## config.mk

```make
export PLATFORM = sky130hd
export DESIGN_NAME = fir_sat_range_ctrl_flat
export DESIGN_NICKNAME = d
export VERILOG_FILES = /design/src/rtl/fir_sat_pkg.sv /design/src/rtl/fir_sat_range_ctrl_if.sv /design/src/rtl/fir_sat_range_classify.sv /design/src/rtl/fir_sat_range_ctrl.sv /design/src/flat_wrapper.sv
export SDC_FILE = /design/constraint.sdc
export NUM_CORES = 1
export LEC_CHECK = 0
export ABC_AREA = 0
export CELL_PAD_IN_SITES_DETAIL_PLACEMENT = 0
export CELL_PAD_IN_SITES_GLOBAL_PLACEMENT = 1
export CORE_MARGIN = 2
export CORE_UTILIZATION = 36
export DETAILED_ROUTE_END_ITERATION = 6
export PLACE_DENSITY_LB_ADDON = 0.1
export SLEW_MARGIN = 20
export SYNTH_ARGS = -nofsm -noshare
export SYNTH_HDL_FRONTEND = slang
export SYNTH_SLANG_ARGS = --single-unit
```

## constraint.sdc

```tcl
create_clock -name clk -period 1.9 [get_ports clk]
set_clock_uncertainty 0.2 [all_clocks]
set_input_delay 0.19 -clock clk [delete_from_list [all_inputs] [get_ports clk]]
set_output_delay 0.19 -clock clk [all_outputs]
set_load 0.01 [all_outputs]
```

## src/rtl/fir_sat_pkg.sv

```systemverilog
// Shared types and constants for the FIR variable-saturation range controller.
// Holds the controller state encoding and the default output-field geometry.
package fir_sat_pkg;

  typedef enum logic [1:0] {
    IDLE    = 2'd0,
    MEASURE = 2'd1,
    SETTLE  = 2'd2
  } state_e;

  localparam logic [1:0] SEL_MAX = 2'd3;
  localparam int         NUM_SEL = 4;

  localparam int OUT_WIDTH_DEFAULT = 12;
  localparam int LSB_BASE_DEFAULT  = 15;

endpackage

```

## src/rtl/fir_sat_range_ctrl_if.sv

```systemverilog
// Avalon-ST style sink tap carrying the full-precision FIR output stream.
// The controller only observes the stream, so it has no ready signal.
interface fir_sat_range_ctrl_if #(
  parameter int IN_WIDTH = 35
);

  logic [IN_WIDTH-1:0] ast_sink_data;
  logic                ast_sink_valid;
  logic [1:0]          ast_sink_error;

  modport master (
    output ast_sink_data,
    output ast_sink_valid,
    output ast_sink_error
  );

  modport slave (
    input ast_sink_data,
    input ast_sink_valid,
    input ast_sink_error
  );

endinterface

```

## src/rtl/fir_sat_range_classify.sv

```systemverilog
// Combinational sample classifier: does the sample clip at the current window
// select, and would it still fit one window lower.
module fir_sat_range_classify
  import fir_sat_pkg::*;
#(
  parameter int IN_WIDTH  = 35,
  parameter int OUT_WIDTH = OUT_WIDTH_DEFAULT,
  parameter int LSB_BASE  = LSB_BASE_DEFAULT
) (
  input  logic [IN_WIDTH-1:0] data,
  input  logic [1:0]          sel,
  output logic                sat,
  output logic                fit
);

  logic [NUM_SEL-1:0] fits_at;

  // A sample fits window s when everything from the field MSB upward is a
  // pure sign extension, i.e. an arithmetic shift leaves only 0 or -1.
  for (genvar s = 0; s < NUM_SEL; s++) begin : g_sel
    localparam int TOP = LSB_BASE + s + OUT_WIDTH - 1;
    logic signed [IN_WIDTH-1:0] upper;
    assign upper      = $signed(data) >>> TOP;
    assign fits_at[s] = (upper == '0) || (upper == '1);
  end

  assign sat = !fits_at[sel];
  // The sel-1 index wraps at sel=0, but the guard masks that case out.
  assign fit = (sel != 2'd0) && fits_at[sel - 2'd1];

endmodule

```

## src/rtl/fir_sat_range_ctrl.sv

```systemverilog
// Automatic range controller: counts clipping / spare-headroom samples per
// measurement window and steps the 2-bit window select once per window.
module fir_sat_range_ctrl
  import fir_sat_pkg::*;
#(
  parameter int IN_WIDTH    = 35,
  parameter int OUT_WIDTH   = OUT_WIDTH_DEFAULT,
  parameter int LSB_BASE    = LSB_BASE_DEFAULT,
  parameter int WINDOW_LOG2 = 10,
  parameter int SAT_THRESH  = 4
) (
  input  logic                   clk,
  input  logic                   reset,
  input  logic                   auto_en,
  input  logic [1:0]             manual_sel,
  fir_sat_range_ctrl_if.slave    sink,
  output logic [1:0]             sel_o,
  output logic                   sel_change_o,
  output logic [WINDOW_LOG2:0]   last_sat_cnt_o,
  output logic [WINDOW_LOG2:0]   last_fit_cnt_o
);

  typedef logic [WINDOW_LOG2-1:0] sample_cnt_t;
  typedef logic [WINDOW_LOG2:0]   stat_cnt_t;

  localparam sample_cnt_t SAMPLE_ONE  = sample_cnt_t'(1);
  localparam sample_cnt_t SAMPLE_LAST = '1;
  localparam stat_cnt_t   STAT_ONE    = stat_cnt_t'(1);
  localparam stat_cnt_t   STAT_MAX    = '1;
  localparam stat_cnt_t   WINDOW_LEN  = stat_cnt_t'(2 ** WINDOW_LOG2);
  localparam stat_cnt_t   SAT_LIMIT   = stat_cnt_t'(SAT_THRESH);

  // ---------------------------------------------------------------------------
  // Reset synchroniser: assertion is immediate, deassertion is aligned to clk.
  // ---------------------------------------------------------------------------
  logic [1:0] rst_sync_q;
  logic       rst_int;

  // NOTE: registers take non-blocking assignments so every flop samples the
  // pre-edge value of its neighbours, whatever order the blocks are evaluated in.
  always_ff @(posedge clk or posedge reset) begin
    if (reset) begin
      rst_sync_q <= 2'b11;
    end else begin
      rst_sync_q <= {rst_sync_q[0], 1'b0};
    end
  end

  assign rst_int = rst_sync_q[1];

  // ---------------------------------------------------------------------------
  // State and counters
  // ---------------------------------------------------------------------------
  state_e      state_q, state_d;
  logic [1:0]  sel_q, sel_d;
  logic        sel_change_q, sel_change_d;
  sample_cnt_t sample_cnt_q, sample_cnt_d;
  stat_cnt_t   sat_cnt_q, sat_cnt_d;
  stat_cnt_t   fit_cnt_q, fit_cnt_d;
  stat_cnt_t   last_sat_q, last_sat_d;
  stat_cnt_t   last_fit_q, last_fit_d;

  logic        sample_sat;
  logic        sample_fit;
  logic        counted;
  logic        window_last;
  stat_cnt_t   sat_sum;
  stat_cnt_t   fit_sum;

  fir_sat_range_classify #(
    .IN_WIDTH  (IN_WIDTH),
    .OUT_WIDTH (OUT_WIDTH),
    .LSB_BASE  (LSB_BASE)
  ) u_classify (
    .data (sink.ast_sink_data),
    .sel  (sel_q),
    .sat  (sample_sat),
    .fit  (sample_fit)
  );

  assign counted     = sink.ast_sink_valid && (sink.ast_sink_error == 2'b00);
  assign window_last = counted && (sample_cnt_q == SAMPLE_LAST);

  // Window totals including the current sample, saturating at the counter max.
  assign sat_sum = (sample_sat && (sat_cnt_q != STAT_MAX)) ? sat_cnt_q + STAT_ONE : sat_cnt_q;
  assign fit_sum = (sample_fit && (fit_cnt_q != STAT_MAX)) ? fit_cnt_q + STAT_ONE : fit_cnt_q;

  always_ff @(posedge clk or posedge rst_int) begin
    if (rst_int) begin
      state_q      <= IDLE;
      sel_q        <= SEL_MAX;
      sel_change_q <= 1'b0;
      sample_cnt_q <= '0;
      sat_cnt_q    <= '0;
      fit_cnt_q    <= '0;
      last_sat_q   <= '0;
      last_fit_q   <= '0;
    end else begin
      state_q      <= state_d;
      sel_q        <= sel_d;
      sel_change_q <= sel_change_d;
      sample_cnt_q <= sample_cnt_d;
      sat_cnt_q    <= sat_cnt_d;
      fit_cnt_q    <= fit_cnt_d;
      last_sat_q   <= last_sat_d;
      last_fit_q   <= last_fit_d;
    end
  end

  // NOTE: every variable gets a hold default before the case so no path leaves
  // one unassigned, which would otherwise infer a latch.
  always_comb begin
    state_d      = state_q;
    sel_d        = sel_q;
    sample_cnt_d = sample_cnt_q;
    sat_cnt_d    = sat_cnt_q;
    fit_cnt_d    = fit_cnt_q;
    last_sat_d   = last_sat_q;
    last_fit_d   = last_fit_q;

    if (!auto_en) begin
      // Manual mode from any state; a partial window is thrown away.
      state_d      = IDLE;
      sel_d        = manual_sel;
      sample_cnt_d = '0;
      sat_cnt_d    = '0;
      fit_cnt_d    = '0;
    end else begin
      unique case (state_q)
        IDLE: begin
          state_d = MEASURE;
        end

        MEASURE, SETTLE: begin
          if (counted) begin
            sample_cnt_d = sample_cnt_q + SAMPLE_ONE;
            sat_cnt_d    = sat_sum;
            fit_cnt_d    = fit_sum;
            if (window_last) begin
              last_sat_d   = sat_sum;
              last_fit_d   = fit_sum;
              sample_cnt_d = '0;
              sat_cnt_d    = '0;
              fit_cnt_d    = '0;
              state_d      = MEASURE;
              // A settle window only lets the datapath output stabilise.
              if (state_q == MEASURE) begin
                if ((sat_sum >= SAT_LIMIT) && (sel_q < SEL_MAX)) begin
                  sel_d   = sel_q + 2'd1;
                  state_d = SETTLE;
                end else if ((fit_sum == WINDOW_LEN) && (sel_q > 2'd0)) begin
                  sel_d   = sel_q - 2'd1;
                  state_d = SETTLE;
                end
              end
            end
          end
        end

        default: begin
          state_d = IDLE;
        end
      endcase
    end

    sel_change_d = (sel_d != sel_q);
  end

  assign sel_o          = sel_q;
  assign sel_change_o   = sel_change_q;
  assign last_sat_cnt_o = last_sat_q;
  assign last_fit_cnt_o = last_fit_q;

endmodule

```

## src/flat_wrapper.sv

```systemverilog
// flat-port wrapper written by rule: the top's interface ports become plain ports
module fir_sat_range_ctrl_flat import fir_sat_pkg::*;
#(
  parameter int IN_WIDTH    = 35,
  parameter int OUT_WIDTH   = OUT_WIDTH_DEFAULT,
  parameter int LSB_BASE    = LSB_BASE_DEFAULT,
  parameter int WINDOW_LOG2 = 10,
  parameter int SAT_THRESH  = 4
)
  (clk, reset, auto_en, manual_sel, sel_o, sel_change_o, last_sat_cnt_o, last_fit_cnt_o, sink_ast_sink_data, sink_ast_sink_valid, sink_ast_sink_error);
  fir_sat_range_ctrl_if #(.IN_WIDTH(IN_WIDTH)) sink_i ();
  input  logic clk;
  input  logic reset;
  input  logic auto_en;
  input  logic [1:0] manual_sel;
  output logic [1:0] sel_o;
  output logic sel_change_o;
  output logic [WINDOW_LOG2:0] last_sat_cnt_o;
  output logic [WINDOW_LOG2:0] last_fit_cnt_o;
  input wire logic [$bits(sink_i.ast_sink_data)-1:0] sink_ast_sink_data;
  input wire logic [$bits(sink_i.ast_sink_valid)-1:0] sink_ast_sink_valid;
  input wire logic [$bits(sink_i.ast_sink_error)-1:0] sink_ast_sink_error;
  assign sink_i.ast_sink_data = sink_ast_sink_data;
  assign sink_i.ast_sink_valid = sink_ast_sink_valid;
  assign sink_i.ast_sink_error = sink_ast_sink_error;
  fir_sat_range_ctrl #(.IN_WIDTH(IN_WIDTH), .OUT_WIDTH(OUT_WIDTH), .LSB_BASE(LSB_BASE), .WINDOW_LOG2(WINDOW_LOG2), .SAT_THRESH(SAT_THRESH)) u_core (.clk(clk), .reset(reset), .auto_en(auto_en), .manual_sel(manual_sel), .sink(sink_i), .sel_o(sel_o), .sel_change_o(sel_change_o), .last_sat_cnt_o(last_sat_cnt_o), .last_fit_cnt_o(last_fit_cnt_o));
endmodule
```

Yosys cells after proc, flatten, opt, wreduce, memory -nomap -nowiden

Index checks and enable logic that the tools add are counted.

Latch bits: 0
ROM bits: 0
Bits in registers: 61
Output and inout port bits: 25
Memories: 0
RAM bits: 0

Equality and inequality tests: 15
Multipliers: 0
Div/mod/pow operators: 0
Bitwise gates (word level): 0
Mux-type cells: 32
Order comparisons: 5
Reduce and logical (&&, ||, !) cells: 23
Add/sub/neg operators: 5
Shifts and indexed selects: 0

Operators with widths:

| cell                                                                                 | count |
|---|---|
| 35-bit equality test, second input constant                                          | 4 |
| 35-bit zero test                                                                     | 4 |
| 11-bit two-way mux                                                                   | 10 |
| 10-bit two-way mux                                                                   | 4 |
| 2-bit two-way mux                                                                    | 13 |
| 11-bit by 1-bit adder with 11-bit output, second input constant                      | 2 |
| 11-bit != test, second input constant                                                | 2 |
| 11-bit equality test, second input constant                                          | 1 |
| 11-bit by 3-bit greater-or-equal comparator with 1-bit output, second input constant | 1 |
| 10-bit by 1-bit adder with 10-bit output, second input constant                      | 1 |
| 10-bit equality test, second input constant                                          | 1 |
| 1-bit logical AND                                                                    | 7 |
| 2-bit by 3-bit less-than comparator with 1-bit output, second input constant         | 2 |
| 3-bit by 2-bit != test with 1-bit output, second input constant                      | 2 |
| 1-bit binary-select mux with 2-bit select                                            | 2 |
| 2-bit zero test                                                                      | 2 |
| 1-bit logical OR                                                                     | 4 |
| 2-bit by 1-bit != test with 1-bit output, second input constant                      | 2 |
| 2-bit one-hot mux with 2 select lines                                                | 1 |
| 2-bit AND reduction                                                                  | 2 |
| 4-bit AND reduction                                                                  | 1 |
| 2-bit by 1-bit adder with 2-bit output, second input constant                        | 1 |
| 2-bit by 1-bit equality test with 1-bit output, second input constant                | 1 |
| 2-bit equality test, second input constant                                           | 1 |
| 8 further kinds                                                                      | 9 |

Depth between registers and ports, before layout

Gate-level depths: netlist (run 1).

Word-level depth: 17
Mapped depth: 12
Mapped depth without buffers: 11

Hierarchy

A second synthesis (run 1) with hierarchy kept.

Cell total of the unflattened synthesis: 408
Area, all modules: 3662.3 µm²

By module, submodules not included:

| module                 | times used | cells an instance | area an instance (µm²) |
|---|---|---|---|
| fir_sat_range_ctrl     | 1          | 387               | 3514.6 |
| fir_sat_range_classify | 1          | 21                | 147.6 |

Worst setup path after synthesis (run 1)

Ideal clock, no wire load.

Path kind: register -> register
Start: reg u_core.sel_q[0] (netlist: u_core.sel_o[0])
End: reg u_core.state_q[0]
Clock period less this slack: 3262 ps
Slack: -1362 ps
Stages on the path, launching flop included: 13
Required time: 1570 ps
Arrival: 2933 ps
Path through: dfstp_2 > inv_1 > ha_1 > inv_1 > o221ai_1 > a21oi_2 > or4_1 > buf_2 > mux2i_1 > a2111oi_2 > nor2_1 > a211oi_1 > o22ai_1

Cells in the longest elaborated chain, start to end: 15

RTL lines:

| what                                        | RTL line                     | RTL |
|---|---|---|
| start, declared                             | fir_sat_range_ctrl.sv:55     | `logic [1:0] sel_q, sel_d;` |
| start signal, assigned                      | fir_sat_range_ctrl.sv:100    | `sel_q <= sel_d;` |
| 2-bit by 1-bit subtractor with 2-bit output | fir_sat_range_classify.sv:29 | `assign fit = (sel != 2'd0) && fits_at[sel - 2'd1];` |
| 1-bit binary-select mux with 2-bit select   | fir_sat_range_classify.sv:29 |  |
| 1-bit two-way mux (implied by the code)     | fir_sat_range_classify.sv:29 |  |
| 1-bit logical AND                           | fir_sat_range_classify.sv:29 |  |
| 1-bit logical AND                           | fir_sat_range_ctrl.sv:86     | `assign fit_sum = (sample_fit && (fit_cnt_q != STAT_MAX)) ? fit_cnt_q + STAT_ONE : fit_cnt_q;` |
| 11-bit two-way mux                          | fir_sat_range_ctrl.sv:86     |  |
| 11-bit equality test                        | fir_sat_range_ctrl.sv:151    | `end else if ((fit_sum == WINDOW_LEN) && (sel_q > 2'd0)) begin` |
| 1-bit logical AND                           | fir_sat_range_ctrl.sv:151    |  |
| 2-bit two-way mux                           | fir_sat_range_ctrl.sv:151    |  |
| 2-bit two-way mux (*)                       | fir_sat_range_ctrl.sv:148    | `if ((sat_sum >= SAT_LIMIT) && (sel_q < SEL_MAX)) begin` |
| 2-bit two-way mux (*)                       | fir_sat_range_ctrl.sv:147    | `if (state_q == MEASURE) begin` |
| 2-bit two-way mux (*)                       | fir_sat_range_ctrl.sv:139    | `if (window_last) begin` |
| 2-bit two-way mux (*)                       | fir_sat_range_ctrl.sv:135    | `if (counted) begin` |
| 2-bit one-hot mux with 2 select lines (*)   | fir_sat_range_ctrl.sv:129    | `unique case (state_q)` |
| 2-bit two-way mux (*)                       | fir_sat_range_ctrl.sv:121    | `if (!auto_en) begin` |
| end signal, assigned                        | fir_sat_range_ctrl.sv:99     | `state_q <= state_d;` |
| end, declared                               | fir_sat_range_ctrl.sv:54     | `state_e state_q, state_d;` |

Mark *: on every way between the ends. The rest lies on a longest branch, timed or not. The select of a mux whose other input is x is not followed.
A chain may end at the register's enable or synchronous reset.

Worst setup path after layout (run 1)

Start: reg u_core.sel_q[1] (netlist: u_core.sel_o[1])
End: reg u_core.state_q[0]

The elaborated chain is that of the path after synthesis.

==> results.toml, run 1 <==
[sta]
period_minus_slack_ps = 3060
rsz0062_at_grt = "true"
layout_setup_ws_ps = -1160
tns_ps = -20810
hold_viol_final = 0
max_freq_ghz = 0.327
report.final.slew_viol_count = 0
slew_headroom = 0.647
min_period_over_period = 1.61
tightest_slew_ps = 529
setup_violations = 49

[clock_tree]
cts_tree = "built"
path_clk_slew_ps = 70
numClockSinks = 61
cts_made_buffers = 9
cts-htree-levels = 3
root_buffer = "clkbuf_8"
cts_max_path_buffers = 2
insertion_delay_ps = 340

[detailed_routing]
routed-via-count = 3838
via_per_inst = 5.22
drtIter0Drc = 163
finalWirelength_mm = 11.6
drc = 0
drtAntennaViolNets = 0
first_pass_iters = 4
wl_per_cell_um = 15.8

[critical_path]
crit_type = "flip-flop to flip-flop"
critPathBufInv = 2
critPathSlowestCell = "or4_4"
path_max_fanout = 4
worstPathCellList = "inv_2 > ha_4 > inv_4 > a211oi_4 > or4_4 > mux2i_4 > a2111oi_4 > nor2_2 > a211oi_1 > o22ai_1"
crit_family = "compound AO/OA/AOI/OAI gates"
start_kind = "flip-flop"
required_ps = 1910
worstPathArrival_ps = 3060
slowest_delay_ps = 570
crit_path_end_kind = "flip-flop"

[pwr]
p_leak_nw = 2.66
intPower_mw = 2.25
ir_worst_vdd_uv = 315
power.share.sequential = 0.434
power.density_nw_per_um2 = 500
netSwitchingPower_mw = 0.816
p_comb_frac = 0.172
finalPower_mw = 3.07
p_clk_frac = 0.394
power.share.switching = 0.266

[synth]
ys_top_cells_by_area = "dfrtp_1, a21oi_1, nor2_1"
yosysSeqAreaShare = 0.417
synth_area_sq_um = 3670
synth_cell_types = 56
synth-edff-count = 0
syn_nets = 477
ys.flop_type = "dfrtp_1"
ys_warn_count = 0
yosys_register_bits = 61
synth_largest_area_cell = "dfrtp_1"
synth.avg_cell_area_sq_um = 8.64
synth_top_area_share = 0.389
synthTopCellsByCount = "dfrtp_1, nor2_1, nand2_1, a21oi_1, o21ai_0"
synthCells = 425
synth.most_common_cell = "dfrtp_1"
async_flop_share = 1.00

[layout]
post_route_cells_drive_above_1_share = 0.424
final_util = 0.624
fin_nets = 649
area_growth_pct = 66.9
design_area_sq_um = 6130
num_antenna_cells = 0

[min_path]
hold_path_class = "flip-flop to async pin"

[floorplan]
ioPinCount = 68
die_width_um = 105
start_util = 0.374
die_y_um = 105
core_sq_um = 9820
rows = 36
dieArea_sq_um = 11000

[outcome]
status = "finished, violations left"
violations = "negative setup slack"

[place]
dpl.hpwl_mm = 8.13
place_area_sq_um = 5210
gp_congestion = 0.879
portBuffers = 41

[grt]
track_usage = 0.211
grt_max_degree = 29
grt_pass1_wl_mm = 18.4
grt_pass1_vias = 3631
grt_antenna_before_repair = 0
grt_remaining_overflow = 0

[flow_run]
cap_violations = 0
worst paths after layout:
check	from	end	slack, ps	cells after the start
worst max-delay path	u_core.sel_o[1]	u_core.state_q[0]	-1160	10
worst min-delay path	u_core.rst_sync_q[1]	u_core.sat_cnt_q[0]	100	1
worst max register to register	u_core.sel_o[1]	u_core.state_q[0]	-1160	10
worst min register to register	u_core.rst_sync_q[1]	u_core.sat_cnt_q[0]	100	1
max in group asynchronous	u_core.rst_sync_q[1]	u_core.sat_cnt_q[6]	810	2
min in group clk	u_core.rst_sync_q[0]	u_core.rst_sync_q[1]	160	0
routing by layer:
layer  up-vias  global-route usage  routed length (um)
met1      1863               0.308                5580
li1       1874                   -                   -
met5         -                   0                   0
met4         0              0.0676                 235
met2        86               0.317                5370
met3        15              0.0343                 436
cell usage in the layout (no fill, tap or decap), drive strengths merged, types with 14 or more instances in the layout:
| cell | n |
|---|---|
| buf | 144 |
| dfrtp | 57 |
| nor2 | 49 |
| nand2 | 44 |
| a21oi | 38 |
| clkdlybuf4s50 | 32 |
| o21ai | 29 |
| nand3 | 16 |
| xor2 | 15 |
| inv | 14 |
| xnor2 | 14 |
per-stage QoR:
| step | hold WS (ps) | instances | setup slack [ps] |
|---|---|---|---|
| floorplan | -98.5 | 425 | -1140 |
| global placement | 121 | 689 | -1530 |
| detailed placement | 120 | 689 | -1600 |
| CTS | 131 | 721 | -1070 |
| global route | 150 | 735 | -1280 |
| finish | 97.4 | 735 | -1160 |
area by class of cell:
cell class                      instances  area [sq um]
Fill cell                             891          3690
Multi-Input combinational cell        327          2540
Timing Repair Buffer                  183          1630
Sequential cell                        61          1530
Tap cell                              133           166
Clock buffer                           12           155
Inverter                               15          65.1
Clock inverter                          4          47.5
cell families after synthesis:
logic type,share of synthesized area
buffers and inverters,0.0382
flip-flops,0.417
other,0.00102
adder cells (fa/ha/maj),0.0307
AO/OA/AOI/OAI,0.192
AND/OR/NAND/NOR,0.236
multiplexers,0.0164
XOR/XNOR,0.0692
power groups by stage:
| stage | Combinational (mW) | Clock (mW) | Sequential (mW) |
|---|---|---|---|
| after floorplan | 0.188 | 0 | 1.36 |
| after global placement | 0.407 | 0 | 1.35 |
| after detailed placement | 0.413 | 0 | 1.35 |
| after CTS | 0.463 | 1.25 | 1.33 |
| after global routing | 0.569 | 1.30 | 1.33 |
| final | 0.527 | 1.21 | 1.33 |
flip-flops by register name (all words and copies together), names as in the netlist:
signal                 cells
u_core.sel_o               2
u_core.sat_cnt_q          11
u_core.state_q             2
u_core.sample_cnt_q       10
u_core.last_fit_cnt_o     11
u_core.last_sat_cnt_o     11
u_core.sel_change_o        1
u_core.fit_cnt_q          11
u_core.rst_sync_q          2
timing repair:
action	in CTS	in global routing
hold buffers	1	0
buffers inserted	16	15
pin swaps	23	46
setup endpoints to repair	55	55
cloned	0	0
resized for setup	78	60
endpoints found under the hold margin	2	0
Note: power is estimated with default switching activity, not from simulation.
==> run 2, diff against run 1 <==
--- a/config.mk
+++ b/config.mk
@@ -11,6 +11,7 @@
 export CORE_MARGIN = 2
 export CORE_UTILIZATION = 36
 export DETAILED_ROUTE_END_ITERATION = 6
+export GPL_TIMING_DRIVEN = 0
 export PLACE_DENSITY_LB_ADDON = 0.1
 export SLEW_MARGIN = 20
 export SYNTH_ARGS = -nofsm -noshare
==> run 2 against run 1 <==
The run still ends with negative setup slack left. Clock power grew 25%. Sequential power hardly changed. Via count fell by 3.0%. First-iteration DRC count is 18% higher. Worst setup slack improved by 64 ps. Count of clock-buffer cells in the layout increased by 1. Cell count is 6.1% lower. Maximum frequency grew 2.1%. Flip-flop and latch count did not move. Register-to-register slack gained 60 ps. Core utilization down 2.3 points. Critical path type unchanged. Critical endpoint is now u_core.sel_o[0].
==> results.toml, run 2 (same netlist as run 1, synthesis figures left out) <==
[layout]
most-common-layout-cells = "buf_4, dfrtp_1, nand2_1, nor2_1, a21oi_1"
mostFrequentLayoutCell = "buf_4"
fin_nets = 604
num_antenna_cells = 0
post_route_cells_drive_above_1_share = 0.390
area_growth_pct = 60.9

[sta]
slew_headroom = 0.615
tns_ps = -21740
max_freq_ghz = 0.334
tightest_slew_ps = 577
period_minus_slack_ps = 2990
report.final.slew_viol_count = 0
hold_viol_final = 0
layout_setup_ws_ps = -1090
min_period_over_period = 1.58
rsz0062_at_grt = "true"
setup_violations = 49

[clock_tree]
cts_tree = "built"
cts-htree-levels = 3
numClockSinks = 61
root_buffer = "clkbuf_8"
cts_made_buffers = 9
cts_max_path_buffers = 2
insertion_delay_ps = 340
path_clk_slew_ps = 70

[floorplan]
rows = 36
die_width_um = 105
start_util = 0.374
core_sq_um = 9820
die_y_um = 105
dieArea_sq_um = 11000
ioPinCount = 68

[critical_path]
slowest_delay_ps = 560
crit_path_end_kind = "flip-flop"
crit_type = "flip-flop to flip-flop"
critPathSlowestCell = "or4_4"
start_kind = "flip-flop"
worstPathCellList = "and3_4 > and4_4 > or2_4 > or4_4 > mux2i_4 > a2111oi_4 > buf_4 > buf_6 > o21ai_4 > xnor2_1 > a21oi_1"
required_ps = 1980
worstPathArrival_ps = 3070
path_max_fanout = 4

[place]
portBuffers = 41
gp_congestion = 0.878
dpl.hpwl_mm = 7.38

[grt]
grt_pass1_vias = 3739
grt_pass1_wl_mm = 19.7
grt_max_degree = 23
grt_remaining_overflow = 0
track_usage = 0.225
grt_antenna_before_repair = 0

[outcome]
violations = "negative setup slack"
status = "finished, violations left"

[min_path]
hold_path_class = "primary input to flip-flop"

[pwr]
power.density_nw_per_um2 = 567
finalPower_mw = 3.35
ir_worst_vdd_uv = 293
p_leak_nw = 2.47

[detailed_routing]
drc = 0
routed-via-count = 3722
via_per_inst = 5.39
drtIter0Drc = 192
first_pass_iters = 4
wl_per_cell_um = 17.3
finalWirelength_mm = 11.9
drtAntennaViolNets = 0

[flow_run]
cap_violations = 0
## run 2: cell types whose count changed in the layout (fill, tap and decap cells not counted), sizes merged
cell / before / now
dlymetal6s2s: 0 / 1
clkinvlp: 2 / 1
clkinv: 2 / 0
bufinv: 1 / 3
clkbuf: 12 / 26
buf: 144 / 83
dlygate4sd2: 4 / 7
clkdlybuf4s50: 32 / 31
## run 2: path summary, 6_finish.rpt
check / from / endpoint / slack, ps / cells past startpoint
worst max-delay path: u_core.fit_cnt_q[7] / u_core.sel_o[0] / -1090 / 11
worst min-delay path: auto_en / u_core.sel_o[0] / 40 / 2
worst max register to register: u_core.fit_cnt_q[7] / u_core.sel_o[0] / -1090 / 11
worst min register to register: u_core.rst_sync_q[1] / u_core.sat_cnt_q[9] / 70 / 1
max in group asynchronous: u_core.rst_sync_q[1] / u_core.fit_cnt_q[7] / 780 / 3
min in group asynchronous: u_core.rst_sync_q[1] / u_core.sat_cnt_q[9] / 70 / 1
## run 2: what timing repair did
item,4_1_cts,5_1_grt
gates cloned,1,0
hold buffers,1,0
endpoints found under the setup margin,60,57
resized for setup,127,42
pin swaps,47,23
setup buffers,62,16
endpoints found under the hold margin,2,0
## run 2: worst max-delay path, delay by kind of cell, from the launching register on
kind,cells,cell delay (ps)
and+or+nand+nor,4,1190
AOI/OAI and AO/OA,3,480
buffers and inverters,2,310
DFF,1,420
xor gates and xnor gates,1,130
muxes,1,210
## run 2: final cells by class
cell class,instances,area [sq um]
repair buffers,123,1130
clock inverters,3,90.1
flip-flops and latches,61,1540
multi-input cells,327,2570
fillers,888,3910
well taps,133,166
inverters,15,70.1
clock buffers,13,169
plain buffers,15,168
## run 2: per-stage QoR
stage / worst slack, ps / instance area [sq um] / std cells / hold WS [ps] / util
5_1_grt: -1200 / 5910 / 690 / 80.8 / 0.601
6_report: -1090 / 5910 / 690 / 36.3 / 0.601
3_3_place_gp: -1840 / 4420 / 599 / 147 / 0.450
3_5_place_dp: -1860 / 4470 / 601 / 74.3 / 0.455
2_1_floorplan: -1140 / 3840 / 425 / -98.5 / -
4_1_cts: -1060 / 5660 / 674 / 79.9 / 0.576
## run 2: where the power goes
group	internal [mW]	total, mW	switching, mW
sequential	1.32	1.33	0.0113
combinational	0.232	0.501	0.269
clock	0.981	1.51	0.534
total	2.53	3.35	0.814
## run 2: per-layer routing
metal	vias to the layer above	part of all wire	GRT usage
met3	21	0.051	0.0424
met5	-	0	0
li1	1790	-	-
met1	1821	0.46	0.305
met2	90	0.47	0.362
met4	0	0.021	0.0743
==> run 3, diff against run 2 <==
--- a/config.mk
+++ b/config.mk
@@ -13,6 +13,7 @@
 export DETAILED_ROUTE_END_ITERATION = 6
 export GPL_TIMING_DRIVEN = 0
 export PLACE_DENSITY_LB_ADDON = 0.1
+export SKIP_CTS_REPAIR_TIMING = 1
 export SLEW_MARGIN = 20
 export SYNTH_ARGS = -nofsm -noshare
 export SYNTH_HDL_FRONTEND = slang
==> run 3 against run 2 <==
The run still ends with negative setup slack left. Design area shrank 3.1%. Wire length down 4.9%. Worst hold slack better by 26 ps. Sequential power barely moved. Power shrank 1.4%. Sequential share of layout area is 0.85 points higher. Combinational power is 8.0% lower. Clock power barely moved. Core utilization down 1.9 points. Worst setup slack got worse by 150 ps. Largest power group unchanged. Highest routed layer unchanged.
==> results.toml, run 3 (same netlist as run 1, synthesis figures left out) <==
[outcome]
status = "finished, violations left"
violations = "negative setup slack"

[critical_path]
rr_startpoint = "u_core.fit_cnt_q[8]"
required_ps = 1980
start_kind = "flip-flop"
r2r_cells = 10
crit_type = "flip-flop to flip-flop"
worstPathCellList = "and3_4 > and4_4 > or2_4 > or4_4 > mux2i_4 > a2111oi_4 > buf_4 > o21ai_4 > xnor2_1 > a21oi_1"
rr_endpoint = "u_core.sel_o[0]"
r2r_slack_ps = -1240
crit_path_end_kind = "flip-flop"
path_max_fanout = 5
critPathSlowestCell = "or4_4"
slowest_delay_ps = 580
worstPathArrival_ps = 3220

[detailed_routing]
top_layer = "met4"
routed-wl-met3_um = 426
finalWirelength_mm = 11.3
drtIter0Drc = 191
routed-via-count = 3618
drc = 0
wl_per_cell_um = 16.7
first_pass_iters = 4
dr_wl_met2_mm = 5.43
wirelength_met1_mm = 5.27
drtAntennaViolNets = 0
via_per_inst = 5.32

[sta]
setup_violations = 54
min_period_over_period = 1.65
hold_viol_final = 0
report.final.slew_viol_count = 0
layout_setup_ws_ps = -1240
period_minus_slack_ps = 3140
max_freq_ghz = 0.318
tightest_slew_ps = 647
slew_headroom = 0.567
rsz0062_at_grt = "true"

[floorplan]
rows = 36
die_y_um = 105
ioPinCount = 68
core_sq_um = 9820
dieArea_sq_um = 11000
die_width_um = 105
start_util = 0.374

[place]
place_area_sq_um = 4470
dpl.hpwl_mm = 7.38
gp_congestion = 0.878
place_inst = 601
portBuffers = 41
post-place-ws_ps = -1860

[pwr]
netSwitchingPower_mw = 0.787
intPower_mw = 2.51
finalPower_mw = 3.30
power.density_nw_per_um2 = 576
p_comb_frac = 0.140
p_clk_frac = 0.456
power.share.sequential = 0.404
ir_worst_vdd_uv = 336
p_leak_nw = 2.42
power.share.switching = 0.239

[clock_tree]
cts_max_path_buffers = 2
path_clk_slew_ps = 70
numClockSinks = 61
cts-htree-levels = 3
root_buffer = "clkbuf_8"
cts_made_buffers = 9
insertion_delay_ps = 340
cts_tree = "built"

[grt]
grt_antenna_before_repair = 0
track_usage = 0.191
grt_max_degree = 23
grt_pass1_vias = 3208
grt_remaining_overflow = 0
grt_pass1_wl_mm = 16.6

[layout]
num_antenna_cells = 0
design_area_sq_um = 5720
ff_latch_area_sq_um = 1540
fillers = 908
mostFrequentLayoutCell = "buf_4"
most-common-layout-cells = "buf_4, dfrtp_1, nand2_1, nor2_1, a21oi_1"
final_util = 0.583
final_cells = 680
area_growth_pct = 55.9
multiInputGateArea_sq_um = 2480
post_route_cells_drive_above_1_share = 0.356
fin_nets = 594

[flow_run]
cap_violations = 0

[min_path]
hold_path_class = "flip-flop to async pin"
==> run 3: power by group through the flow <==
stage | clock, mW | combinational [mW] | sequential (mW)
6_report | 1.50 | 0.461 | 1.33
5_1_grt | 1.60 | 0.499 | 1.33
4_1_cts | 1.54 | 0.317 | 1.34
3_5_place_dp | 0 | 0.314 | 1.36
3_3_place_gp | 0 | 0.300 | 1.36
2_1_floorplan | 0 | 0.188 | 1.36
==> run 3: how the worst max path moves through the flow <==
stage | startpoint | endpoint | slack, ps | depth (start not counted)
floorplan | u_core.sel_o[0] | u_core.state_q[0] | -1140 | 10
detailed placement | sink_ast_sink_data[33] | u_core.state_q[0] | -1860 | 11
global route | u_core.fit_cnt_q[8] | u_core.sel_o[0] | -1330 | 10
global placement | sink_ast_sink_data[33] | u_core.state_q[0] | -1840 | 11
finish | u_core.fit_cnt_q[8] | u_core.sel_o[0] | -1240 | 10
CTS | sink_ast_sink_data[33] | u_core.state_q[0] | -1510 | 11
==> run 3: metrics by stage <==
step | hold slack [ps] | setup TNS [ps]
2_1_floorplan | -98.5 | -15840
3_3_place_gp | 147 | -55920
3_5_place_dp | 74.3 | -57300
4_1_cts | -40.5 | -39000
5_1_grt | 108 | -28430
6_report | 62.2 | -22560
==> run 3: worst max-delay path, delay by kind of cell (launching register included) <==
family	cells	cell delay, ps
flip-flops	1	450
buffers and inverters	1	210
AO/OA/AOI/OAI	3	640
AND/OR/NAND/NOR	4	1230
XOR/XNOR	1	130
multiplexers	1	210
==> run 3: layout make-up <==
cell class,instances,share of cell area
Buffer,15,0.0271
Clock inverter,3,0.0157
Inverter,15,0.0118
Clock buffer,13,0.0295
Tap cell,133,0.0291
Timing Repair Buffer,113,0.184
Sequential cell,61,0.270
Multi-Input combinational cell,327,0.434
==> run 3: layer usage <==
| metal | global-route usage | vias up |
|---|---|---|
| met2 | 0.298 | 74 |
| met1 | 0.267 | 1781 |
| li1 | - | 1749 |
| met4 | 0.0533 | 0 |
| met5 | 0 | - |
| met3 | 0.0381 | 14 |
